### src/rtl/decode_stage_r32i_pkg.sv
// Shared RV32I decode definitions: opcodes, ALU codes and the control bundle
// that travels from decode to execute.
package r32i_pkg;

    localparam logic [6:0] OP_LOAD   = 7'b0000011;
    localparam logic [6:0] OP_OPPI   = 7'b0010011;
    localparam logic [6:0] OP_AUIPC  = 7'b0010111;
    localparam logic [6:0] OP_STORE  = 7'b0100011;
    localparam logic [6:0] OP_OPPR   = 7'b0110011;
    localparam logic [6:0] OP_LUI    = 7'b0110111;
    localparam logic [6:0] OP_BRANCH = 7'b1100011;
    localparam logic [6:0] OP_JALR   = 7'b1100111;
    localparam logic [6:0] OP_JAL    = 7'b1101111;

    localparam logic [3:0] ALU_ADD = 4'h0;
    localparam logic [3:0] ALU_SUB = 4'h8;
    localparam logic [3:0] ALU_CPY = 4'hF;

    typedef enum logic [1:0] {
        MEM_BYTE = 2'd0,
        MEM_HALF = 2'd1,
        MEM_WORD = 2'd2,
        MEM_RSVD = 2'd3
    } mem_size_t;

    typedef struct packed {
        logic [4:0]  rs1;
        logic [4:0]  rs2;
        logic [4:0]  rd;
        logic        reg_write;
        logic        link_write;
        logic        test_branch;
        logic        always_branch;
        logic        use_imm;
        logic        use_pc;
        logic [2:0]  branch_type;
        logic [3:0]  alu_code;
        logic [31:0] imm;
        logic        mem_read;
        logic        mem_write;
        mem_size_t   mem_size;
        logic        mem_unsigned;
        logic        illegal;
    } decode_bundle_t;

endpackage

### src/rtl/decode_comb_r32i.sv
// Pure combinational RV32I decoder: instruction word -> control bundle.
// Illegal encodings keep their fields but lose every write/branch/memory enable.
module decode_comb_r32i
    import r32i_pkg::*;
(
    input  logic [31:0]    i_raw_ins,
    output decode_bundle_t o_bundle
);

    logic [6:0]  w_opcode;
    logic [2:0]  w_funct3;
    logic [6:0]  w_funct7;
    logic [31:0] w_imm_i;
    logic [31:0] w_imm_s;
    logic [31:0] w_imm_b;
    logic [31:0] w_imm_u;
    logic [31:0] w_imm_j;

    assign w_opcode = i_raw_ins[6:0];
    assign w_funct3 = i_raw_ins[14:12];
    assign w_funct7 = i_raw_ins[31:25];

    assign w_imm_i = {{20{i_raw_ins[31]}}, i_raw_ins[31:20]};
    assign w_imm_s = {{20{i_raw_ins[31]}}, i_raw_ins[31:25], i_raw_ins[11:7]};
    assign w_imm_b = {{19{i_raw_ins[31]}}, i_raw_ins[31], i_raw_ins[7],
                      i_raw_ins[30:25], i_raw_ins[11:8], 1'b0};
    assign w_imm_u = {i_raw_ins[31:12], 12'd0};
    assign w_imm_j = {{11{i_raw_ins[31]}}, i_raw_ins[31], i_raw_ins[19:12],
                      i_raw_ins[20], i_raw_ins[30:21], 1'b0};

    always_comb begin
        o_bundle     = '0;
        o_bundle.rs1 = i_raw_ins[19:15];
        o_bundle.rs2 = i_raw_ins[24:20];
        o_bundle.rd  = i_raw_ins[11:7];
        case (w_opcode)
            OP_OPPI: begin
                o_bundle.alu_code  = (w_funct3 == 3'd5) ? {i_raw_ins[30], w_funct3} : {1'b0, w_funct3};
                o_bundle.use_imm   = 1'b1;
                o_bundle.reg_write = 1'b1;
                o_bundle.imm       = w_imm_i;
                o_bundle.illegal   = ((w_funct3 == 3'd1) && (w_funct7 != 7'h00)) ||
                                     ((w_funct3 == 3'd5) && (w_funct7 != 7'h00) && (w_funct7 != 7'h20));
            end
            OP_OPPR: begin
                o_bundle.alu_code  = {i_raw_ins[30], w_funct3};
                o_bundle.reg_write = 1'b1;
                o_bundle.illegal   = ((w_funct7 != 7'h00) && (w_funct7 != 7'h20)) ||
                                     ((w_funct7 == 7'h20) && (w_funct3 != 3'd0) && (w_funct3 != 3'd5));
            end
            OP_LUI: begin
                o_bundle.alu_code  = ALU_CPY;
                o_bundle.use_imm   = 1'b1;
                o_bundle.reg_write = 1'b1;
                o_bundle.imm       = w_imm_u;
            end
            OP_AUIPC: begin
                o_bundle.alu_code  = ALU_ADD;
                o_bundle.use_imm   = 1'b1;
                o_bundle.use_pc    = 1'b1;
                o_bundle.reg_write = 1'b1;
                o_bundle.imm       = w_imm_u;
            end
            OP_JAL, OP_JALR: begin
                // The link value is written through link_write, not reg_write.
                o_bundle.alu_code      = (w_opcode == OP_JAL) ? ALU_CPY : ALU_ADD;
                o_bundle.use_imm       = 1'b1;
                o_bundle.always_branch = 1'b1;
                o_bundle.link_write    = 1'b1;
                o_bundle.imm           = (w_opcode == OP_JAL) ? w_imm_j : w_imm_i;
            end
            OP_BRANCH: begin
                o_bundle.alu_code    = ALU_ADD;
                o_bundle.test_branch = 1'b1;
                o_bundle.use_pc      = 1'b1;
                o_bundle.use_imm     = 1'b1;
                o_bundle.branch_type = w_funct3;
                o_bundle.imm         = w_imm_b;
                o_bundle.illegal     = (w_funct3 == 3'd2) || (w_funct3 == 3'd3);
            end
            OP_LOAD: begin
                o_bundle.alu_code     = ALU_ADD;
                o_bundle.mem_read     = 1'b1;
                o_bundle.use_imm      = 1'b1;
                o_bundle.reg_write    = 1'b1;
                o_bundle.imm          = w_imm_i;
                o_bundle.mem_size     = mem_size_t'(w_funct3[1:0]);
                o_bundle.mem_unsigned = w_funct3[2];
                o_bundle.illegal      = (w_funct3 == 3'd3) || (w_funct3 == 3'd6) || (w_funct3 == 3'd7);
            end
            OP_STORE: begin
                o_bundle.alu_code  = ALU_ADD;
                o_bundle.mem_write = 1'b1;
                o_bundle.use_imm   = 1'b1;
                o_bundle.imm       = w_imm_s;
                o_bundle.mem_size  = mem_size_t'(w_funct3[1:0]);
                o_bundle.illegal   = (w_funct3 > 3'd2);
            end
            default: o_bundle.illegal = 1'b1;
        endcase
        if (o_bundle.rd == 5'd0) o_bundle.reg_write = 1'b0;
        if (o_bundle.illegal) begin
            o_bundle.reg_write     = 1'b0;
            o_bundle.link_write    = 1'b0;
            o_bundle.test_branch   = 1'b0;
            o_bundle.always_branch = 1'b0;
            o_bundle.mem_read      = 1'b0;
            o_bundle.mem_write     = 1'b0;
        end
    end

endmodule

### src/rtl/decode_stage_r32i.sv
// Registered RV32I decode stage: output register plus optional skid entry,
// valid/ready on both sides, flush drops everything held and incoming.
module decode_stage_r32i
    import r32i_pkg::*;
#(
    parameter  int dataW      = 32,
    parameter  bit SkidEnable = 1'b1,
    localparam int RegAddrW   = $clog2(dataW)
) (
    input  logic                clk,
    input  logic                nReset,
    input  logic                flush,
    input  logic                inValid,
    output logic                inReady,
    input  logic [31:0]         rawIns,
    input  logic [dataW-1:0]    PCIn,
    output logic                outValid,
    input  logic                outReady,
    output logic [dataW-1:0]    PCOut,
    output logic [RegAddrW-1:0] RegData1,
    output logic [RegAddrW-1:0] RegData2,
    output logic [RegAddrW-1:0] RegWriteAddr,
    output logic                RegWriteControl,
    output logic                LinkAddrWrite,
    output logic                TestBranch,
    output logic                AlwaysBranch,
    output logic                UseImm,
    output logic                UsePC,
    output logic [2:0]          BranchType,
    output logic [3:0]          ALUCode,
    output logic [dataW-1:0]    ImmOut,
    output logic                MemRead,
    output logic                MemWrite,
    output logic [1:0]          MemSize,
    output logic                MemUnsigned,
    output logic                Illegal
);

    // Handshake: a side transfers on a cycle where its valid and ready are both high.
    decode_bundle_t   w_dec;
    decode_bundle_t   r_out;
    decode_bundle_t   r_skid;
    logic [dataW-1:0] r_out_pc;
    logic [dataW-1:0] r_skid_pc;
    logic             r_out_valid;
    logic             r_skid_valid;
    logic             w_out_free;
    logic             w_in_ready;
    logic             w_in_fire;

    decode_comb_r32i u_decode (
        .i_raw_ins (rawIns),
        .o_bundle  (w_dec)
    );

    assign w_out_free = ~r_out_valid | outReady;
    // r_skid_valid is a flop, so the skid-mode ready has no path from outReady.
    assign w_in_ready = SkidEnable ? ~r_skid_valid : w_out_free;
    assign w_in_fire  = inValid & w_in_ready;

    always_ff @(posedge clk or negedge nReset) begin
        if (!nReset) begin
            r_out_valid  <= 1'b0;
            r_skid_valid <= 1'b0;
            r_out        <= '0;
            r_skid       <= '0;
            r_out_pc     <= '0;
            r_skid_pc    <= '0;
        end else if (flush) begin
            r_out_valid  <= 1'b0;
            r_skid_valid <= 1'b0;
        end else if (w_out_free) begin
            if (r_skid_valid) begin
                r_out        <= r_skid;
                r_out_pc     <= r_skid_pc;
                r_out_valid  <= 1'b1;
                r_skid_valid <= 1'b0;
            end else begin
                r_out_valid <= w_in_fire;
                if (w_in_fire) begin
                    r_out    <= w_dec;
                    r_out_pc <= PCIn;
                end
            end
        end else if (w_in_fire) begin
            r_skid       <= w_dec;
            r_skid_pc    <= PCIn;
            r_skid_valid <= 1'b1;
        end
    end

    assign inReady         = w_in_ready;
    assign outValid        = r_out_valid;
    assign PCOut           = r_out_pc;
    assign RegData1        = RegAddrW'(r_out.rs1);
    assign RegData2        = RegAddrW'(r_out.rs2);
    assign RegWriteAddr    = RegAddrW'(r_out.rd);
    assign RegWriteControl = r_out.reg_write;
    assign LinkAddrWrite   = r_out.link_write;
    assign TestBranch      = r_out.test_branch;
    assign AlwaysBranch    = r_out.always_branch;
    assign UseImm          = r_out.use_imm;
    assign UsePC           = r_out.use_pc;
    assign BranchType      = r_out.branch_type;
    assign ALUCode         = r_out.alu_code;
    assign ImmOut          = dataW'($signed(r_out.imm));
    assign MemRead         = r_out.mem_read;
    assign MemWrite        = r_out.mem_write;
    assign MemSize         = r_out.mem_size;
    assign MemUnsigned     = r_out.mem_unsigned;
    assign Illegal         = r_out.illegal;

endmodule

### config.mk
export PLATFORM = sky130hd
export DESIGN_NAME = decode_stage_r32i
export DESIGN_NICKNAME = d
export VERILOG_FILES = /design/src/rtl/decode_stage_r32i_pkg.sv /design/src/rtl/decode_comb_r32i.sv /design/src/rtl/decode_stage_r32i.sv
export SDC_FILE = /design/constraint.sdc
export NUM_CORES = 1
export LEC_CHECK = 0
export BUFFER_PORTS_ARGS = -buffer_cell sky130_fd_sc_hd__buf_2
export CORE_MARGIN = 2
export CORE_UTILIZATION = 33
export CTS_BUF_LIST = sky130_fd_sc_hd__clkbuf_4 sky130_fd_sc_hd__clkbuf_8
export DETAILED_ROUTE_END_ITERATION = 7
export SLEW_MARGIN = 20
export SYNTH_ARGS = -nofsm -noshare
export SYNTH_HDL_FRONTEND = slang
export SYNTH_SLANG_ARGS = --single-unit
### constraint.sdc
create_clock -name clk -period 3.2 [get_ports clk]
set_clock_uncertainty 0.05 [all_clocks]
set_input_delay 0.64 -clock clk [delete_from_list [all_inputs] [get_ports clk]]
set_output_delay 0.64 -clock clk [all_outputs]
set_load 0.03 [all_outputs]
==> results of run 1 <==
state kept, by name, indices dropped and copies added, names as in the netlist, 2 cells and up:
name / cells
ALUCode: 4
RegData1: 5
MemSize: 2
r_skid_pc: 32
ImmOut: 32
RegData2: 5
PCOut: 32
r_skid: 65
RegWriteAddr: 5
BranchType: 3
cell usage after synthesis, types with 6 or more instances:
library cell  count
o21ai_0          58
dfrtp_1         196
o21a_1           14
nand2_1         236
or3_1            12
nor2_1           86
o22ai_1          13
a21oi_1         105
buf_2             9
nor3_1            7
buf_1             6
mux2i_1          49
clkbuf_1         50
o211ai_1         14
o31ai_1           9
and3_1            8
logic make-up (layout without fill, tap and decap cells):
kind of cell	Yosys count	after routing	synth area share [%]
flip-flops	196	196	56.70
buffers and inverters	73	220	3.515
XOR/XNOR	1	1	0.1013
other	0	2	0
AO/OA/AOI/OAI	235	235	15.61
multiplexers	50	50	5.801
AND/OR/NAND/NOR	376	376	18.27
power breakdown:
group / internal, mW / switching [mW]
clock network: 0.669 / 0.898
registers: 2.84 / 0.204
logic: 0.392 / 0.847
total: 3.90 / 1.95
layer usage:
layer / part of all wire (%) / global-route usage [%] / vias to the layer above
met5: 0.054 / 0 / -
met1: 46 / 23.96 / 3421
met4: 1.9 / 4.953 / 2
met2: 46 / 27.01 / 198
li1: - / - / 3427
met3: 6.7 / 5.410 / 31
worst reg2reg max path: stages (launching register included):
cell     delay, ns
dfrtp_4       0.72
inv_2         0.12
buf_4         0.22
nand2_1       0.13
or3_4         0.52
buf_4         0.32
nand2_1       0.12
o21ai_0       0.09
path summary, 6_finish.rpt:
| check | end | slack, ns | from |
|---|---|---|---|
| max | inReady | 0.76 | r_skid_valid |
| min | MemSize[1] | 0.18 | nReset |
| max reg2reg | r_skid[37] | 0.80 | r_skid_valid |
| min reg2reg | r_skid[48] | 0.43 | r_skid[48] |
| max in group asynchronous | PCOut[17] | 2.22 | nReset |
| min in group clk | r_skid_pc[27] | 0.33 | PCIn[27] |
final cells by class:
cell class / count / share of cell area, %
timing repair buffer: 183 / 10.04
clock buffer: 21 / 2.647
sequential: 196 / 48.08
multi-input combinational: 662 / 33.90
clock inverter: 11 / 1.005
tap: 335 / 4.105
antenna: 2 / 0.04902
inverter: 5 / 0.1838
==> out/results.tsv, run 1 <==
stage	metric	value	unit
sta	rsz0062_at_grt	false	
logic_synthesis	yosysWarningCount	0	
min_path	holdCritPathClass	in2async	
routing	ant_nets	0	
outcome	status	complete, no violations	
floorplanning	die_height	165.9	um
critical_path	cp_top_family	flip-flops	
routing	drt_iter0_drc	516	
sta	fmax	0.4103	GHz
sta	setup_slack	0.7627	ns
logic_synthesis	synth_ff_type	dfrtp_1	
floorplanning	dieWidth	165.9	um
logic_synthesis	synth_area_leaders	dfrtp_1 (57%), nand2_1 (10%), a21oi_1 (6.1%)	
placed_design	pre_cts_slack	0.6407	ns
routing	wl_per_cell	16.99	um
routing	drt_pre_antenna_iters	5	
placed_design	io_buffer_count	168	
layout	final-seq-area	0.004908	mm^2
sta	fin_crit	2.437	ns
layout	drive_gt1_share	21.24	%
logic_synthesis	synth_cell_types	52	
critical_path	required	2.51	ns
sta	tightest_slew	0.9673	ns
sta	whs	0.1750	ns
layout	fin_cells	1415	
layout	fin_nets	1134	
power_and_ir_drop	powerDensity	573.0	mW/mm^2
critical_path	crit_path_end_kind	output pin	
critical_path	critPathLaunchType	flip-flop	
sta	fin_crit_sh	76.17	%
flow_run	maxCapViolations	0	
logic_synthesis	synth_top_area_share	56.70	%
placed_design	place_hpwl	16.11	mm
logic_synthesis	syn_avg_cell_area	9.291	um^2
critical_path	critical-path-slowest-cell	dfrtp_4	
logic_synthesis	syn_inst	931	
sta	slew_violations	0	
logic_synthesis	synth_edf_count	0	
layout	final_area	0.01021	mm^2
layout	multi_input_area	0.003461	mm^2
clock_tree	clock_path_buffers	2	
clock_tree	post-cts-setup-buffer-count	0	
power_and_ir_drop	p_leak	4.624	nW
critical_path	arrival	1.75	ns
logic_synthesis	seq_area_frac_synth	56.70	%
clock_tree	root_buffer	clkbuf_8	
floorplanning	io_pins	169	
clock_tree	cts_resized	0	
grt	grt_max_degree	88	
grt	antenna_found_initial	3	
power_and_ir_drop	fin_total_pwr	5.850	mW
placed_design	dp_cells	1381	
power_and_ir_drop	peakVddDrop	0.0003085	V
clock_tree	cts_hold_buffers	0	
critical_path	path_cells	inv_2, buf_4, buf_2	
sta	setup-violations-final	0	
clock_tree	cts_tree	yes	
logic_synthesis	ys_ff_latch	196	
logic_synthesis	async_reset_ff_share	100.0	%
layout	fillers	2617	
sta	fin_tns_setup	0	ns
floorplanning	dieArea	0.02752	mm^2
grt	grt_pass1_vias	6902	
floorplanning	fp-row-count	59	
layout	final_common_cell	nand2_1	
routing	via_per_inst	5.003	
clock_tree	clk_pin_slew_worst_paths	0.10	ns
sta	maxSlewHeadroom	35.52	%
critical_path	cpPeakStageDelay	0.72	ns
clock_tree	htreeDepth	4	
floorplanning	start_util	33.38	%
placed_design	placed_cell_area	0.009832	mm^2
sta	hold_violations	0	
layout	area_growth	18.04	%
layout	fin_util	39.40	%
logic_synthesis	synth_nets	1000	
routing	drt_wl_total	24.05	mm
grt	grt_pass1_wl	38.57	mm
critical_path	crit_buf_inv	3	
routing	drc	0	
grt	grt-ovfl-total	0	
critical_path	critPathMaxFanout	47	
grt	grt.total_usage	17.54	%
critical_path	ff2ff_path_depth	7	
placed_design	gp_congestion	0.8748	
logic_synthesis	synth_largest_area_cell	dfrtp_1	
clock_tree	cts.sinks	196	
floorplanning	design.core.area	0.02591	mm^2
routing	via_count	7079	
clock_tree	cts_inserted_buffers	17	
critical_path	cp_num_cells	3	
clock_tree	clk_latency	0.46	ns
layout	mostFrequentLayoutCells	nand2_1 (236), dfrtp_1 (195), buf_2 (167)	
logic_synthesis	syn_area	0.008650	mm^2
critical_path	criticalPathCategory	reg2out	
(Power assumes the default switching activity.)
==> run 2, diff against run 1 <==
--- a/config.mk
+++ b/config.mk
@@ -5,6 +5,7 @@
 export SDC_FILE = /design/constraint.sdc
 export NUM_CORES = 1
 export LEC_CHECK = 0
+export ABC_AREA = 1
 export BUFFER_PORTS_ARGS = -buffer_cell sky130_fd_sc_hd__buf_2
 export CORE_MARGIN = 2
 export CORE_UTILIZATION = 33
==> constraint.sdc (replaced) <==
create_clock -name clk -period 2.45 [get_ports clk]
set_clock_uncertainty 0.05 [all_clocks]
set_input_delay 0.49 -clock clk [delete_from_list [all_inputs] [get_ports clk]]
set_output_delay 0.49 -clock clk [all_outputs]
set_load 0.03 [all_outputs]
==> out/results.tsv, run 2 <==
stage	metric	value	unit	change
grt	grt_pass1_vias	7147		+3.5%
critical_path	timing.rr.start	outValid		
layout	fin_nets	1313		+16%
critical_path	reg2reg_to	r_skid[1]		
placed_design	place_hpwl	16.11	mm	about the same
clock_tree	cts_inserted_buffers	17		unchanged
clock_tree	clock_path_buffers	2		unchanged
clock_tree	cts_hold_buffers	1		+1
critical_path	critPathLaunchType	flip-flop		
layout	final_common_cell	nand2_1		
flow_run	maxCapViolations	0		unchanged
logic_synthesis	synth_largest_area_cell	dfrtp_1		
floorplanning	dieArea	0.02846	mm^2	+3.4%
grt	grt_pass1_wl	39.41	mm	+2.2%
logic_synthesis	synth_area_leaders	dfrtp_1 (55%), nand2_1 (15%), o21ai_0 (11%)		
power_and_ir_drop	comb_power_share	18.7	%	-2.5 points
power_and_ir_drop	fin_total_pwr	7.607	mW	+30%
sta	fin_tns_setup	0	ns	unchanged
placed_design	io_buffer_count	168		unchanged
sta	fin_crit_sh	92.87	%	
logic_synthesis	syn_area	0.008951	mm^2	+3.5%
routing	drc	0		unchanged
logic_synthesis	ys_ff_latch	196		unchanged
layout	final-seq-area	0.004905	mm^2	about the same
layout	diodes	0		-2
logic_synthesis	syn_inst	1107		+19%
floorplanning	start_util	33.40	%	about the same
floorplanning	fp-row-count	60		+1.7%
logic_synthesis	synth_nets	1176		+18%
layout	drive_gt1_share	19.65	%	-1.6 points
floorplanning	dieWidth	168.7	um	+1.7%
critical_path	cp-startpoint	r_skid_valid		
min_path	holdCritPathClass	in2reg		
sta	hold_violations	0		unchanged
clock_tree	clk_pin_slew_worst_paths	0.11	ns	about the same
power_and_ir_drop	pwr-share-seq	51.1	%	-0.9 points
critical_path	crit_path_end_kind	output pin		
routing	via_count	7613		+7.5%
power_and_ir_drop	switchingPower	2.455	mW	+26%
sta	fin_crit	2.275	ns	
clock_tree	clk_latency	0.46	ns	about the same
logic_synthesis	synth_ff_type	dfrtp_1		
routing	drt_pre_antenna_iters	5		unchanged
logic_synthesis	synth.most_common_cell	nand2_1		
critical_path	required	1.91	ns	-0.60 ns
routing	via_per_inst	4.764		-4.8%
outcome	status	complete, no violations		
critical_path	arrival	1.74	ns	about the same
routing	drt_wl_total	24.16	mm	+0.48%
logic_synthesis	async_reset_ff_share	100.0	%	unchanged
clock_tree	cts_resized	0		unchanged
power_and_ir_drop	swShare	32.27	%	-1.1 points
floorplanning	design.core.area	0.02680	mm^2	+3.4%
routing	ant_nets	0		unchanged
layout	fin_util	39.51	%	+0.11 points
sta	rsz0062_at_grt	false		
layout	largest_reg_flops	65		unchanged
placed_design	pre_cts_slack	0.1686	ns	-0.4721 ns
logic_synthesis	synth_edf_count	0		unchanged
placed_design	gp_congestion	0.8135		-7.0%
logic_synthesis	yosysWarningCount	0		unchanged
critical_path	ff2ff_path_depth	5		-2
grt	grt_max_degree	151		+72%
grt	grt.total_usage	17.36	%	-0.18 points
power_and_ir_drop	p_int	5.152	mW	+32%
clock_tree	root_buffer	clkbuf_8		
logic_synthesis	synth_cell_types	35		-33%
critical_path	criticalPathCategory	reg2out		
grt	antenna_found_initial	0		-3
power_and_ir_drop	p_leak	5.643	nW	+22%
critical_path	r2r_slack	0.57	ns	-0.23 ns
power_and_ir_drop	clkPwrFrac	30.1	%	+3.3 points
sta	setup-violations-final	0		unchanged
layout	fillers	2737		+4.6%
sta	tightest_slew	0.6467	ns	-0.3206 ns
sta	maxSlewHeadroom	56.89	%	+21 points
clock_tree	cts.sinks	196		unchanged
clock_tree	htreeDepth	4		unchanged
clock_tree	cts_tree	yes		
clock_tree	post-cts-setup-buffer-count	0		unchanged
routing	wl_per_cell	15.12	um	-11%
critical_path	crit_path_end	inReady		
layout	regMostFlops	r_skid		
critical_path	critPathMaxFanout	150		+220%
sta	setup_slack	0.1746	ns	-0.5881 ns
sta	slew_violations	0		unchanged
layout	area_growth	18.30	%	
logic_synthesis	synth_top_area_share	54.79	%	-1.9 points
floorplanning	die_height	168.7	um	+1.7%
power_and_ir_drop	peakVddDrop	0.0003453	V	+12%
power_and_ir_drop	powerDensity	718.4	mW/mm^2	+25%
logic_synthesis	synth_commonest_cells	nand2_1 (352), o21ai_0 (201), dfrtp_1 (196)		
grt	grt-ovfl-total	0		unchanged
logic_synthesis	seq_area_frac_synth	54.79	%	-1.9 points
logic_synthesis	syn_avg_cell_area	8.086	um^2	-13%
routing	drt_iter0_drc	571		+11%
layout	mostFrequentLayoutCells	nand2_1 (351), o21ai_0 (201), dfrtp_1 (196)		
layout	multi_input_area	0.003447	mm^2	-0.40%
sta	fmax	0.4395	GHz	
floorplanning	io_pins	169		unchanged
[run 2: changes by cell type after synthesis, sizes merged, moves of 12 or more]
| cell | before | now |
|---|---|---|
| o21ai | 60 | 233 |
| nand2 | 236 | 354 |
| a21oi | 106 | 20 |
| inv | 5 | 81 |
| mux2i | 49 | 0 |
| nand3 | 1 | 27 |
| o211ai | 14 | 0 |
| or3 | 12 | 0 |
[run 2: per-stage QoR]
stage               hold slack, ns  std cells  cell area (um^2)
global route                0.2015       1598             10590
floorplan                   0.1444       1107              8951
detailed placement          0.4033       1565             10150
CTS                         0.1959       1598             10590
finish                      0.2341       1598             10590
global placement            0.4020       1565             10150
[run 2: cell type report]
class	count	share of cell area [%]
Clock inverter	15	1.808
Clock buffer	17	2.210
Sequential cell	196	46.32
Tap cell	341	4.029
Inverter	82	3.001
Multi-Input combinational cell	762	32.55
Timing Repair Buffer	185	10.08
[run 2: power groups by stage]
stage	clock, mW	combinational, mW	sequential [mW]
3_5_place_dp	0	1.44	3.95
6_report	2.29	1.43	3.89
4_1_cts	2.38	1.45	3.89
5_1_grt	2.51	1.60	3.95
3_3_place_gp	0	1.42	3.94
2_1_floorplan	0	0.545	4.29
[run 2: cell families (layout without fill, tap and decap cells)]
kind of cell,count (synthesis),in the layout,share of synthesized area [%]
buf+inv,149,299,6.835
flops,196,196,54.79
simple gates,485,485,21.95
compound gates,277,277,16.42
[run 2: how the worst min path moves through the flow]
stage | startpoint | endpoint | slack, ns | cells after the start
after global routing | PCIn[21] | r_skid_pc[21] | 0.20 | 3
after detailed placement | r_skid[49] | r_skid[49] | 0.40 | 2
after floorplan | nReset | ALUCode[0] | 0.14 | 0
final | PCIn[27] | r_skid_pc[27] | 0.23 | 3
after CTS | PCIn[27] | r_skid_pc[27] | 0.20 | 3
after global placement | r_skid[49] | r_skid[49] | 0.40 | 2
[run 2: layer usage]
layer	part of all wire [%]	up-vias	wire length (um)	global-route usage, %
met5	0	-	0	0
met2	45	225	10760	26.37
met4	0.69	0	166	3.523
met1	50	3555	11980	25.81
met3	5.2	12	1257	3.343
li1	-	3821	-	-
[run 2: worst max-delay path, cell delays in order (launching register included)]
cell,delay (ns)
dfrtp_1,0.45
inv_4,0.09
buf_12,0.41
buf_2,0.31
